==> src/rtl/sram_ctrl_pkg.sv <==
// Shared definitions for the SRAM controller: FSM encoding, SRAM bus widths
// and the default access timing.
package sram_ctrl_pkg;

  // Access sequencer states: IDLE waits for a request, LO and HI drive the
  // low and high 16-bit halves, DONE is the single ready cycle.
  typedef enum logic [1:0] {
    IDLE = 2'd0,
    LO   = 2'd1,
    HI   = 2'd2,
    DONE = 2'd3
  } state_t;

  localparam int SRAM_AW        = 18;
  localparam int SRAM_DW        = 16;
  localparam int ACC_CYCLES_DEF = 3;

  // Wide enough for the largest legal ACC_CYCLES (15).
  localparam int CNT_W = 4;

endpackage

==> src/rtl/sram_ctrl_if.sv <==
// Pipeline-side bus of the SRAM controller.
//
// Handshake: a request (wr_en or rd_en) is taken in the first cycle the
// controller is idle and sees it; ready is low from that cycle until the
// access completes, and is high for exactly one completion cycle (DONE).
// Requests seen while ready is low belong to the pipeline's frozen stage
// and are ignored; the pipeline keeps its request stable while ready is low.
interface sram_ctrl_if;
  import sram_ctrl_pkg::*;

  logic        wr_en;
  logic        rd_en;
  logic [31:0] address;
  logic [31:0] st_value;
  logic [31:0] read_data;
  logic        ready;

  modport master (
    output wr_en, rd_en, address, st_value,
    input  read_data, ready
  );

  modport slave (
    input  wr_en, rd_en, address, st_value,
    output read_data, ready
  );

endinterface

==> src/rtl/sram_phase_timer.sv <==
// Phase cycle counter: counts 0..ACC_CYCLES-1 within one access phase and
// flags the last cycle. It saturates there instead of wrapping.
module sram_phase_timer
  import sram_ctrl_pkg::*;
#(
  parameter int ACC_CYCLES = ACC_CYCLES_DEF
) (
  input  logic clk,
  input  logic rst,
  input  logic clear,
  input  logic enable,
  output logic last
);

  logic [CNT_W-1:0] cnt;

  assign last = (cnt == CNT_W'(ACC_CYCLES - 1));

  // Clear on phase entry, otherwise advance until the last phase cycle.
  always_ff @(posedge clk or posedge rst) begin
    if (rst) begin
      cnt <= '0;
    end else if (clear) begin
      cnt <= '0;
    end else if (enable && !last) begin
      cnt <= cnt + CNT_W'(1);
    end
  end

endmodule

==> src/rtl/sram_ctrl.sv <==
// 32-bit pipeline load/store port onto a 16-bit asynchronous SRAM. Each
// access is split into a low and a high half-word phase of ACC_CYCLES
// cycles each, followed by one DONE cycle in which the pipeline may advance.
module sram_ctrl
  import sram_ctrl_pkg::*;
#(
  parameter int ACC_CYCLES = ACC_CYCLES_DEF
) (
  input  logic               clk,
  input  logic               rst,
  sram_ctrl_if.slave         pipe,
  output logic [SRAM_AW-1:0] sram_addr,
  output logic [SRAM_DW-1:0] sram_dq_out,
  output logic               sram_dq_oe,
  input  logic [SRAM_DW-1:0] sram_dq_in,
  output logic               sram_we_n,
  output logic               sram_oe_n,
  output logic               sram_ce_n,
  output logic               sram_ub_n,
  output logic               sram_lb_n,
  output state_t             dbg_state
);

  state_t      state;
  state_t      next_state;
  logic        accept;
  logic        in_phase;
  logic        phase_clear;
  logic        last;
  logic        op_wr;
  logic [16:0] addr_q;
  logic [31:0] data_q;
  logic [31:0] read_data_q;

  // Only word address bits [18:2] reach the SRAM.
  logic unused_addr_bits;
  assign unused_addr_bits = ^{pipe.address[31:19], pipe.address[1:0]};

  assign dbg_state      = state;
  assign pipe.read_data = read_data_q;

  assign in_phase    = (state == LO) || (state == HI);
  // Any state change starts a fresh phase count; outside a phase it stays 0.
  assign phase_clear = (state != next_state) || !in_phase;

  sram_phase_timer #(
    .ACC_CYCLES(ACC_CYCLES)
  ) u_timer (
    .clk   (clk),
    .rst   (rst),
    .clear (phase_clear),
    .enable(in_phase),
    .last  (last)
  );

  // State register; reset aborts any access in flight.
  always_ff @(posedge clk or posedge rst) begin
    if (rst) begin
      state <= IDLE;
    end else begin
      state <= next_state;
    end
  end

  // Next-state logic: a request is only taken in IDLE, never in DONE.
  always_comb begin
    next_state = state;
    accept     = 1'b0;
    case (state)
      IDLE: begin
        if (pipe.wr_en || pipe.rd_en) begin
          next_state = LO;
          accept     = 1'b1;
        end
      end
      LO:      if (last) next_state = HI;
      HI:      if (last) next_state = DONE;
      DONE:    next_state = IDLE;
      default: next_state = IDLE;
    endcase
  end

  // Capture the request when it is accepted; later input changes are ignored.
  always_ff @(posedge clk or posedge rst) begin
    if (rst) begin
      op_wr  <= 1'b0;
      addr_q <= '0;
      data_q <= '0;
    end else if (accept) begin
      op_wr  <= pipe.wr_en;
      addr_q <= pipe.address[18:2];
      data_q <= pipe.st_value;
    end
  end

  // Sample SRAM read data on the last cycle of each read phase.
  always_ff @(posedge clk or posedge rst) begin
    if (rst) begin
      read_data_q <= '0;
    end else if (!op_wr && last) begin
      if (state == LO) read_data_q[15:0]  <= sram_dq_in;
      if (state == HI) read_data_q[31:16] <= sram_dq_in;
    end
  end

  // SRAM strobes and pipeline ready, decoded from state, counter and latches.
  always_comb begin
    sram_addr   = '0;
    sram_dq_out = '0;
    sram_dq_oe  = 1'b0;
    sram_we_n   = 1'b1;
    sram_oe_n   = 1'b1;
    sram_ce_n   = 1'b1;
    sram_ub_n   = 1'b1;
    sram_lb_n   = 1'b1;
    pipe.ready  = 1'b0;
    case (state)
      IDLE: pipe.ready = !(pipe.wr_en || pipe.rd_en);
      LO, HI: begin
        sram_ce_n = 1'b0;
        sram_ub_n = 1'b0;
        sram_lb_n = 1'b0;
        sram_addr = {addr_q, (state == HI)};
        if (op_wr) begin
          sram_dq_oe  = 1'b1;
          sram_dq_out = (state == HI) ? data_q[31:16] : data_q[15:0];
          // Release we_n one cycle early so data is held past the strobe.
          sram_we_n   = last;
        end else begin
          sram_oe_n = 1'b0;
        end
      end
      DONE:    pipe.ready = 1'b1;
      default: pipe.ready = 1'b0;
    endcase
  end

endmodule

==> src/flat_wrapper.sv <==
// flat-port wrapper written by rule: the top's interface ports become plain ports
module sram_ctrl_flat import sram_ctrl_pkg::*;
#(
  parameter int ACC_CYCLES = ACC_CYCLES_DEF
)
  (clk, rst, sram_addr, sram_dq_out, sram_dq_oe, sram_dq_in, sram_we_n, sram_oe_n, sram_ce_n, sram_ub_n, sram_lb_n, dbg_state, pipe_wr_en, pipe_rd_en, pipe_address, pipe_st_value, pipe_read_data, pipe_ready);
  sram_ctrl_if pipe_i ();
  input  logic clk;
  input  logic rst;
  output logic [SRAM_AW-1:0] sram_addr;
  output logic [SRAM_DW-1:0] sram_dq_out;
  output logic sram_dq_oe;
  input  logic [SRAM_DW-1:0] sram_dq_in;
  output logic sram_we_n;
  output logic sram_oe_n;
  output logic sram_ce_n;
  output logic sram_ub_n;
  output logic sram_lb_n;
  output state_t dbg_state;
  input wire logic [$bits(pipe_i.wr_en)-1:0] pipe_wr_en;
  input wire logic [$bits(pipe_i.rd_en)-1:0] pipe_rd_en;
  input wire logic [$bits(pipe_i.address)-1:0] pipe_address;
  input wire logic [$bits(pipe_i.st_value)-1:0] pipe_st_value;
  output wire logic [$bits(pipe_i.read_data)-1:0] pipe_read_data;
  output wire logic [$bits(pipe_i.ready)-1:0] pipe_ready;
  assign pipe_i.wr_en = pipe_wr_en;
  assign pipe_i.rd_en = pipe_rd_en;
  assign pipe_i.address = pipe_address;
  assign pipe_i.st_value = pipe_st_value;
  assign pipe_read_data = pipe_i.read_data;
  assign pipe_ready = pipe_i.ready;
  sram_ctrl #(.ACC_CYCLES(ACC_CYCLES)) u_core (.clk(clk), .rst(rst), .pipe(pipe_i), .sram_addr(sram_addr), .sram_dq_out(sram_dq_out), .sram_dq_oe(sram_dq_oe), .sram_dq_in(sram_dq_in), .sram_we_n(sram_we_n), .sram_oe_n(sram_oe_n), .sram_ce_n(sram_ce_n), .sram_ub_n(sram_ub_n), .sram_lb_n(sram_lb_n), .dbg_state(dbg_state));
endmodule
==> config.mk <==
export PLATFORM = sky130hd
export DESIGN_NAME = sram_ctrl_flat
export DESIGN_NICKNAME = d
export VERILOG_FILES = /design/src/rtl/sram_ctrl_pkg.sv /design/src/rtl/sram_ctrl_if.sv /design/src/rtl/sram_phase_timer.sv /design/src/rtl/sram_ctrl.sv /design/src/flat_wrapper.sv
export SDC_FILE = /design/constraint.sdc
export NUM_CORES = 1
export LEC_CHECK = 0
export BUFFER_PORTS_ARGS = -buffer_cell sky130_fd_sc_hd__buf_2
export CORE_UTILIZATION = 49
export DETAILED_ROUTE_END_ITERATION = 6
export PLACE_DENSITY_LB_ADDON = 0.3
export SLEW_MARGIN = 40
export SYNTH_ARGS = -nofsm -noshare
export SYNTH_HDL_FRONTEND = slang
export SYNTH_SLANG_ARGS = --single-unit
==> constraint.sdc <==
create_clock -name clk -period 3 [get_ports clk]
set_input_delay 0.45 -clock clk [delete_from_list [all_inputs] [get_ports clk]]
set_output_delay 0.45 -clock clk [all_outputs]
set_load 0.1 [all_outputs]
Yosys cells after proc, flatten, opt, wreduce, memory -nomap -nowiden
Index checks and enable logic that the tools add are counted.
- bits in registers: 88
- latch bits: 0
- RAM bits: 0
- bits in read-only memories: 0
- input bits: 84
- word-level logic and storage cells: 46
- memories: 0
- add/subtract/negate cells: 1
- multiply operators: 0
- divide/modulo/power cells: 0
- order comparisons: 0
- equal/unequal tests: 5
- shifts and indexed selects: 0
- mux-type cells: 19
- bitwise operators: 0
- reductions and logical operators: 14
- operators with widths (operator ; count):
    16-bit two-way mux ; 3
    18-bit two-way mux ; 1
    1-bit two-way mux ; 8
    4-bit two-way mux ; 2
    2-bit one-hot mux with 4 select lines ; 1
    2-bit two-way mux ; 3
    4-bit by 1-bit adder with 4-bit output (second input constant) ; 1
    2-bit equality test (second input constant) ; 2
    4-bit by 2-bit equality test with 1-bit output (second input constant) ; 1
    1-bit zero test ; 4
    2-bit AND reduction ; 2
    1-bit logical OR ; 3
    2-bit by 1-bit equality test with 1-bit output (second input constant) ; 1
    1-bit logical AND ; 2
    2-bit zero test ; 1
    2-bit inequality test ; 1
    1-bit one-hot mux with 2 select lines ; 1
    2-bit nonzero test ; 1
    2-bit OR reduction ; 1

Longest topological paths before layout
- depth in word-level cells: 6
- mapped depth: 7

Hierarchy
Synthesis repeated with hierarchy kept, for this count alone.
- cell total of the unflattened synthesis: 292
- area, all modules: 4042.6 um^2
- by module, submodules not included (module ; times used ; cells each ; area each (um^2) ; sequential area each (um^2)):
    sram_ctrl ; 1 ; 270 ; 3822.4 ; 2102.0
    sram_phase_timer ; 1 ; 22 ; 220.2 ; 100.1

Least setup slack after synthesis
Ideal clock, no wire load.
- path type: register -> output
- start point: register u_core.state[1], in the netlist u_core.dbg_state[1]
- end point: output port sram_dq_out[10]
- arrival: 3.946 ns
- data required time: 2.550 ns
- slack: -1.396 ns
- cell stages (with the launch flop): 6
- buffers on the path: 2
- cells stage by stage: dfrtp_1 ha_1 buf_4 buf_2 mux2i_1 nor2_1
- word-level cells in the longest chain between the ends: 4
- elaborated cells between the ends (all ways): 6
- those cells by class: 2 x eq/ne; 3 x mux; 1 x reduce/logical
- RTL lines (element ; line ; source):
    from (decl) ; sram_ctrl.sv:24 ; state_t state;
    from (signal assigned) ; sram_ctrl.sv:61 ; state <= next_state;
    2-bit equality test ; sram_ctrl.sv:117, sram_ctrl.sv:126 ;
    16-bit two-way mux ; sram_ctrl.sv:126 ; sram_dq_out = (state == HI) ? data_q[31:16] : data_q[15:0];
    16-bit two-way mux ; sram_ctrl.sv:124 ; if (op_wr) begin
    16-bit two-way mux * ; sram_ctrl.sv:117 ; case (state)
    to (decl) ; flat_wrapper.sv:11 ; output logic [SRAM_DW-1:0] sram_dq_out;
Every way passes the cells marked *; elsewhere a longest branch is shown, timed or not.

Final worst setup path
- start point: register u_core.state[0], in the netlist u_core.dbg_state[0]
- end point: output port sram_dq_out[8]
The elaborated chain is that of the path after synthesis.

==> impl_metrics.toml <==
[final_layout]
mostFrequentLayoutCell = "buf_2"
antenna_cells = 0
drive_gt1_share_pct = 61.8
final_cell_mix = "125 x buf_2, 86 x dfrtp_1, 61 x mux2_2"
fin_nets = 527
nFillCells = 582
area_growth_syn_to_layout_pct = 35.9

[synth]
synth_nets = 383
syn_avg_cell_area_um2 = 13.8
ys_seq_area_share_pct = 55.0
synthXorXnorAreaFrac_pct = 0.657
ys_seq_elements = 88
synth_mux_area_share_pct = 28.7
synth_simple_gate_area_share_pct = 8.35
synth_top_family_by_area = "multiplexers"
synth_cell_type_count = 30
postSynthCellCount = 291
synthAdderAreaFrac_pct = 2.50
synth.cell_area_um2 = 4000
synth-compound-area-share_pct = 2.00
yosysWarnings = 0

[clock_network]
clk_latency_ps = 360
ctsHoldBuffers = 0
cts_resized = 0
clk_pin_slew_worst_paths_ps = 100
cts_root_buf = "clkbuf_8"
htreeDepth = 3
cts_buffer_depth = 2
post-cts-setup-buffers = 0
numCtsBuffers = 9
cts_tree = "done"
cts.sink_count = 88

[routing]
wl_per_cell_um = 15.6
drc = 0
dr.pass1.iters = 4
ant_nets = 0
vias = 2770
dr.first_iter.drc_count = 65
drt_wl_total_um = 8470
vias_per_cell = 5.11

[sta]
fin_crit_ps = 2720
tightest_slew_ps = 646
setup_viol = 0
hold_viol_final = 0
rsz0062_at_grt = "no"
fin_skew_ps = 12.2
drv_slew = 0
min_period_over_period_pct = 90.6
max_freq_ghz = 0.368
fin_ws_ps = 281
setup_tns_ps = 0
slew_headroom_pct = 56.9

[status]
status = "complete, no violations"

[floorplanning]
die_h_um = 92.4
dieWidth_um = 92.4
dieArea_um2 = 8530
initial_core_util_pct = 51.3
io_pins = 159
core_um2 = 7810
row_count = 32

[global_routing]
grt_overflow_total = 0
grt_use_total_pct = 20.8
grt_antenna_before_repair = 0
grt_pass1_vias = 2831
grt_pass1_wl_um = 13600
grt_max_degree = 46

[place]
gp_congestion = 0.740
place_ws_ps = 647
place_hpwl_um = 6150
io_buffers = 143

[critical_path]
crit_type = "flip-flop to primary output"
crit_arrival_ps = 2270
start_kind = "flip-flop"
crit_fanout = 20
crit_chain = "inv_1 -> ha_2 -> mux2i_1 -> nor2_4 -> buf_12"
slowest_stage = "ha_2"
reg2regPathDepth = 4
critPathMaxStageDelay_ps = 640
critPathRequiredTime_ps = 2550
worstSetupEndpointType = "primary output"

[hold_path]
min_path_type = "input port to asynchronous set/reset pin"

[job]
max_cap_viol_count = 0
-- path summary, 6_finish.rpt --
check	startpoint	slack (ps)	to
max	u_core.dbg_state[0]	280	sram_dq_out[8]
min reg2reg	u_core.addr_q[0]	500	u_core.addr_q[0]
max reg2reg	u_core.dbg_state[0]	870	u_core.pipe.read_data[24]
max in group asynchronous	rst	2220	u_core.dbg_state[1]
min in group clk	pipe_address[8]	310	u_core.addr_q[6]
min	rst	140	u_core.pipe.read_data[17]
-- state kept, by name, indices dropped and copies added (netlist names) --
signal / cells
u_core.u_timer.cnt: 4
u_core.op_wr: 1
u_core.dbg_state: 2
u_core.data_q: 32
u_core.pipe.read_data: 32
u_core.addr_q: 17
-- per-stage QoR --
step / hold WS, ps / std cells / utilization [%] / area [µm²]
2_1_floorplan: 471 / 291 / - / 4120
3_3_place_gp: 481 / 526 / 66.7 / 5210
3_5_place_dp: 485 / 526 / 66.7 / 5210
4_1_cts: 199 / 542 / 69.6 / 5440
5_1_grt: 176 / 542 / 69.7 / 5440
6_report: 139 / 542 / 69.7 / 5440
-- cell type report --
cell class	instances	area (µm²)	area share, %
clock inverters	7	103	1.89
flip-flops and latches	88	2200	40.5
multi-input cells	183	1810	33.3
repair buffers	147	1040	19.1
well taps	102	128	2.35
clock buffers	9	124	2.28
inverters	6	28.8	0.529
-- Yosys cell counts --
| library cell | count | area (µm²) |
|---|---|---|
| or3b_4 | 1 | 11.3 |
| xor2_1 | 2 | 17.5 |
| mux2i_1 | 16 | 160 |
| buf_12 | 1 | 20.0 |
| mux2_2 | 61 | 687 |
| o21ai_0 | 2 | 10.0 |
| dfrtp_1 | 88 | 2200 |
| nor4b_1 | 2 | 17.5 |
| and2_1 | 17 | 106 |
| nor3b_1 | 2 | 15.0 |
| a211oi_1 | 5 | 37.5 |
| inv_1 | 6 | 22.5 |
| nor2b_1 | 2 | 12.5 |
| buf_6 | 1 | 11.3 |
| nand3_1 | 2 | 10.0 |
| nor2_1 | 23 | 86.3 |
| xnor2_1 | 1 | 8.76 |
| a21o_1 | 1 | 7.51 |
| buf_2 | 1 | 5.00 |
| buf_4 | 3 | 22.5 |
| o21ai_1 | 1 | 5.00 |
| nand2_4 | 2 | 22.5 |
| a21oi_1 | 4 | 20.0 |
| nor3_1 | 1 | 5.00 |
| ha_1 | 8 | 100 |
| mux2_4 | 20 | 300 |
| nand2_1 | 8 | 30.0 |
| nor2_4 | 1 | 11.3 |
| clkbuf_1 | 8 | 30.0 |
| nand2b_1 | 1 | 6.26 |
-- per-layer routing --
metal	part of all wire, %	global-route usage, %
met5	0	0
met4	1.6	9.11
met3	5.0	3.78
met2	53	35.9
met1	40	25.5
-- logic make-up after synthesis --
logic type / count (synthesis)
fa+ha+maj: 8
flops: 88
compound gates: 13
buf+inv: 20
mux: 97
simple gates: 62
xor+xnor: 3
-- worst max-delay path: cells and delay by family (launching register included) --
family                   cells  cell delay, ps
flip-flops                   1             480
buffers and inverters        2             350
adder cells (fa/ha/maj)      1             640
multiplexers                 1             370
AND/OR/NAND/NOR              1              70
Power is not shown: default switching activity piles up to over one toggle a cycle in this logic, so the estimate is an artifact.
